File: src/rtl/fsm_pattern_pkg.sv
// Shared constants for the serial pattern generator: FSM state encoding,
// default frame length and the frame recognised by the downstream detector.
package fsm_pattern_pkg;

  localparam logic [1:0] ST_IDLE  = 2'd0;
  localparam logic [1:0] ST_SHIFT = 2'd1;
  localparam logic [1:0] ST_GAP   = 2'd2;
  localparam logic [1:0] ST_DONE  = 2'd3;

  localparam int PAT_LEN_DEFAULT = 7;

  localparam logic [PAT_LEN_DEFAULT-1:0] DEFAULT_PATTERN = 7'b1010111;

endpackage

File: src/rtl/bit_tick_div.sv
// Bit-period counter: counts 0..div-1 while enabled (clear low) and flags the
// last cycle of each period on tick. A div of 0 behaves like 1.
module bit_tick_div #(
  parameter int DIV_W = 8
) (
  input  logic             clk,
  input  logic             reset,
  input  logic             clear,
  input  logic [DIV_W-1:0] div,
  output logic             tick
);

  logic [DIV_W-1:0] r_cnt;
  logic             w_last;

  assign w_last = (div == '0) || (r_cnt == (div - DIV_W'(1)));
  assign tick   = w_last;

  always_ff @(posedge clk) begin
    if (reset || clear) begin
      r_cnt <= '0;
    end else if (w_last) begin
      r_cnt <= '0;
    end else begin
      r_cnt <= r_cnt + DIV_W'(1);
    end
  end

endmodule

File: src/rtl/fsm_pattern_gen.sv
// Serial frame generator: sends a latched PAT_LEN-bit pattern MSB first, each bit
// held for N cycles, repeated R times with N-cycle zero gaps, then a done pulse.
module fsm_pattern_gen
  import fsm_pattern_pkg::*;
#(
  parameter int PAT_LEN = PAT_LEN_DEFAULT,
  parameter int DIV_W   = 8,
  parameter int RPT_W   = 4
) (
  input  logic               clk,
  input  logic               reset,
  input  logic               start,
  input  logic [PAT_LEN-1:0] pattern_in,
  input  logic [RPT_W-1:0]   repeat_cnt,
  input  logic [DIV_W-1:0]   bit_div,
  output logic               out,
  output logic               out_valid,
  output logic               busy,
  output logic               done,
  output logic [1:0]         o_dbg_state
);

  localparam int IDX_W = (PAT_LEN > 1) ? $clog2(PAT_LEN) : 1;
  localparam logic [IDX_W-1:0] IDX_MSB = IDX_W'(PAT_LEN - 1);

  logic [1:0]         r_state;
  logic [PAT_LEN-1:0] r_pat;
  logic [DIV_W-1:0]   r_div;
  logic [RPT_W-1:0]   r_frames;
  logic [IDX_W-1:0]   r_idx;
  logic               r_out;
  logic               r_out_valid;
  logic               r_busy;
  logic               r_done;

  logic               w_tick;
  logic               w_clear;
  logic [DIV_W-1:0]   w_div_eff;
  logic [RPT_W-1:0]   w_frames_init;

  // r_frames holds the number of frames still to send after the current one.
  assign w_div_eff     = (bit_div == '0) ? DIV_W'(1) : bit_div;
  assign w_frames_init = (repeat_cnt == '0) ? '0 : (repeat_cnt - RPT_W'(1));
  assign w_clear       = !((r_state == ST_SHIFT) || (r_state == ST_GAP));

  bit_tick_div #(
    .DIV_W (DIV_W)
  ) u_div (
    .clk   (clk),
    .reset (reset),
    .clear (w_clear),
    .div   (r_div),
    .tick  (w_tick)
  );

  always_ff @(posedge clk) begin
    if (reset) begin
      r_state     <= ST_IDLE;
      r_pat       <= '0;
      r_div       <= '0;
      r_frames    <= '0;
      r_idx       <= '0;
      r_out       <= 1'b0;
      r_out_valid <= 1'b0;
      r_busy      <= 1'b0;
      r_done      <= 1'b0;
    end else begin
      case (r_state)
        ST_IDLE: begin
          r_done <= 1'b0;
          if (start) begin
            r_state     <= ST_SHIFT;
            r_pat       <= pattern_in;
            r_div       <= w_div_eff;
            r_frames    <= w_frames_init;
            r_idx       <= IDX_MSB;
            r_out       <= pattern_in[PAT_LEN-1];
            r_out_valid <= 1'b1;
            r_busy      <= 1'b1;
          end
        end
        ST_SHIFT: begin
          if (w_tick) begin
            if (r_idx == '0) begin
              r_out       <= 1'b0;
              r_out_valid <= 1'b0;
              if (r_frames != '0) begin
                r_state  <= ST_GAP;
                r_frames <= r_frames - RPT_W'(1);
              end else begin
                r_state <= ST_DONE;
                r_busy  <= 1'b0;
                r_done  <= 1'b1;
              end
            end else begin
              r_idx <= r_idx - IDX_W'(1);
              r_out <= r_pat[r_idx - IDX_W'(1)];
            end
          end
        end
        ST_GAP: begin
          if (w_tick) begin
            r_state     <= ST_SHIFT;
            r_idx       <= IDX_MSB;
            r_out       <= r_pat[PAT_LEN-1];
            r_out_valid <= 1'b1;
          end
        end
        default: begin
          r_state <= ST_IDLE;
          r_done  <= 1'b0;
        end
      endcase
    end
  end

  assign out         = r_out;
  assign out_valid   = r_out_valid;
  assign busy        = r_busy;
  assign done        = r_done;
  assign o_dbg_state = r_state;

endmodule

File: config.mk
export PLATFORM = sky130hd
export DESIGN_NAME = fsm_pattern_gen
export DESIGN_NICKNAME = d
export VERILOG_FILES = /design/src/rtl/fsm_pattern_pkg.sv /design/src/rtl/bit_tick_div.sv /design/src/rtl/fsm_pattern_gen.sv
export SDC_FILE = /design/constraint.sdc
export NUM_CORES = 1
export LEC_CHECK = 0
export BUFFER_PORTS_ARGS = -buffer_cell sky130_fd_sc_hd__buf_2
export CAP_MARGIN = 20
export CORE_MARGIN = 5
export CORE_UTILIZATION = 40
export CTS_BUF_LIST = sky130_fd_sc_hd__clkbuf_2 sky130_fd_sc_hd__clkbuf_4 sky130_fd_sc_hd__clkbuf_8
export CTS_CLUSTER_DIAMETER = 30
export DETAILED_ROUTE_END_ITERATION = 10
export SETUP_SLACK_MARGIN = 0.02
export SLEW_MARGIN = 20
export SYNTH_ARGS = -nofsm -noshare
export SYNTH_HDL_FRONTEND = slang
export SYNTH_SLANG_ARGS = --single-unit
File: constraint.sdc
create_clock -name clk -period 2.4 [get_ports clk]
set_input_delay 0.48 -clock clk [delete_from_list [all_inputs] [get_ports clk]]
set_output_delay 0.48 -clock clk [all_outputs]
set_load 0.02 [all_outputs]
==> results.md <==
- Synth Cell Area: ~2100 um2
- RSZ-0062 raised after global routing: true
- P_leak: 0.00106 uW
- Core box area: just over 5000 um2
- Crit Path Max Fanout: 3
- Min Tclk post-route: approximately 2400 ps
- Post-DRT Antenna Nets: 0
- H-Tree Level Count: 2
- Sequential-to-total area share from yosys stat: 0.338
- Syn. warnings: 0
- Fin Hold WS: 425 ps
- Worst relative slew slack: 0.761
- Diode count: 0
- Most frequent cells in the layout: nand2_1, dfxtp_1, buf_2
- Period utilisation layout: 1.01
- Synth Instances: approximately 260
- Crit-path slowest cell: or4_4
- CTS Buf Count: 5
- Worst Path Buf+Inv: 0
- Largest net degree at the start of global routing: 26
- Status: complete, but fails checks
- Max VDD drop: 0.000589 V
- Mapped Nets: ~300
- Final WS setup: -25.3 ps
- 1st-pass router iterations: 4
- Leading cell type in the layout, fill and taps excluded: nand2_1
- Vias in the first global route: between 1.5k and 2k
- Main synth FF type: dfxtp_1
- Initial antenna violation count: 0
- CTS tree: built
- Filler cell count: approximately 520
- CP Cell Sequence: or4_4 -> or4_4 -> a32oi_4 -> a31o_4 -> mux2_4 -> a311o_1
- Nets: approximately 340
- Crit path max-delay family: simple AND/OR/NAND/NOR gates
- Async SR Flop Fraction: 0
- Register Area: 722 um2
- Crit path top cell by count: or4_4
- Setup CP Type: reg2reg
- Count of clock tree sinks: 36
- Max-cap viol count: 0
- IO Count: 28
- Port Buffers: 27
- Std cell rows: 26
- CP Data Required Time: about 2600 ps
- Chip width: slightly above 80 um
- Total track usage: 0.154
- Via-to-Cell Ratio: about 5.3
- Min-delay worst type: in2reg
- DRC: 0
- Synth Area per Inst: between 8 and 9 um2
- Share of cells above drive strength 1: 0.255
- Clk Latency, worst-skew pair: 290 ps
- Routability congestion estimate: 0.855
- Arrival time worst endpoint: 2600 ps
- Global route overflow: 0
- Clk pin slew, worst setup/hold paths: around 70 ps
- Hold Violations, Final: 0
- Final WL: between 5000 and 6000 um
- Die Y: 83.0 um
- Final setup viols: 1
- Fmax: roughly 410 MHz
- EDFF count, synth: 0
- Power Density: between 1000 and 1500 nW/um2
- First-pass GRT wire length: 8890 um
- Drt initial violations: 94
- Startpoint Class: flip-flop
- Yosys cell types: 53
- Clock skew: between 5 and 6 ps
- Max incr delay on CP: 530 ps
- Maximum clock insertion buffer count: 2
- Slew Viols, Final: 0
- Slew @ Worst Pin: between 300 and 400 ps
- Vias post-DR: ~2.0k
- Area Growth Syn to Fin: 24.2%
- Number of synthesized register bits: 36
- Root buffer cell: clkbuf_8
- Placed Area: approximately 2500 um2
- Critical Path End Type: flip-flop
- Area of the multi-input gates: approximately 1400 um2
- Die area: 6880 um2
- Wire per inst: 13.5 um
- Failing checks: setup timing
- Final Cell Area: between 2000 and 3000 um2
- Initial core utilization: 0.414
- DP HPWL: between 3000 and 4000 um
-- sequential cells by signal, summed over array words and instances, names as in the netlist, 2 cells and up --
name / flops
r_idx: 3
r_div: 8
o_dbg_state: 2
u_div.r_cnt: 8
r_frames: 4
r_pat: 7
-- power by group --
| part | switching (uW) | leakage [uW] | internal (uW) | total (uW) |
|---|---|---|---|---|
| logic | 775 | 0.000714 | 687 | 1460 |
| registers | 108 | 0.000295 | 729 | 837 |
| clock network | 213 | 0.0000479 | 244 | 457 |
-- metrics by stage --
| stage | util | instances | power (uW) | setup TNS, ps | setup slack (ps) |
|---|---|---|---|---|---|
| floorplan | - | 261 | 1780 | -94.7 | -94.7 |
| global placement | 0.478 | 366 | 2170 | -22.2 | -22.2 |
| finish | 0.515 | 376 | 2760 | -25.3 | -25.3 |
| global route | 0.515 | 376 | 2980 | -386 | -97.9 |
| detailed placement | 0.478 | 366 | 2180 | -184 | -63.9 |
| CTS | 0.504 | 374 | 2680 | -51.2 | -39.2 |
-- routing by layer --
| layer | up-vias | track usage | routed length, um |
|---|---|---|---|
| met5 | - | 0 | 0 |
| met4 | 0 | 0.0371 | 52 |
| met3 | 5 | 0.0465 | 140 |
| met2 | 20 | 0.252 | 2480 |
| met1 | 926 | 0.197 | 2420 |
| li1 | 1032 | - | - |
-- worst min-delay path: stages --
cell and delay (ps):
buf_2 90, nand2_1 40, a21oi_1 50
-- cell usage after synthesis (3+ instances only) --
| master | number | share of area |
|---|---|---|
| nor2b_1 | 3 | 0.0088 |
| or4_1 | 3 | 0.011 |
| a211oi_1 | 7 | 0.025 |
| dfxtp_1 | 36 | 0.34 |
| nor3_1 | 18 | 0.042 |
| o21ai_0 | 6 | 0.014 |
| xnor2_1 | 7 | 0.029 |
| nor2_1 | 14 | 0.025 |
| and3_1 | 3 | 0.0088 |
| o311ai_0 | 3 | 0.012 |
| clkbuf_1 | 10 | 0.018 |
| inv_1 | 15 | 0.026 |
| a21oi_1 | 17 | 0.040 |
| nand2_1 | 37 | 0.065 |
| nand2b_1 | 4 | 0.012 |
| nor4_1 | 3 | 0.0088 |
| nand3_1 | 11 | 0.026 |
| xor2_1 | 9 | 0.037 |
| ha_1 | 10 | 0.059 |
| mux2_2 | 3 | 0.016 |
-- path summary, 6_finish.rpt --
check,slack (ps),to,start,depth (start not counted)
worst max-delay path,-30,r_frames[0],r_div[3],6
worst max register to register,-30,r_frames[0],r_div[3],6
worst min-delay path,430,r_pat[4],pattern_in[4],3
worst min register to register,450,r_pat[5],r_pat[5],2
-- area by class of cell --
type                       instances  area share
tap                               70      0.0331
timing repair buffer              49       0.118
inverter                          15      0.0213
clock buffer                       7      0.0341
sequential                        36       0.273
clock inverter                     1     0.00284
multi-input combinational        198       0.518
-- what timing repair did --
item | in CTS | in global routing
hold buffers | 0 | 0
hold endpoints to repair | 0 | 0
resized for setup | 6 | 10
setup endpoints to repair | 5 | 10
pin swaps | 0 | 5
cloned | 0 | 0
setup buffers | 0 | 2
-- logic make-up (layout without fill, tap and decap cells) --
kind of cell             after synthesis  in the layout  share of synthesized area
XOR/XNOR                              16             16                     0.0658
AO/OA/AOI/OAI                         55             55                      0.187
adder cells (fa/ha/maj)               10             10                     0.0588
buffers and inverters                 27             72                     0.0511
flip-flops                            36             36                      0.338
AND/OR/NAND/NOR                      112            112                      0.268
multiplexers                           5              5                     0.0311
(Power assumes the default switching activity.)
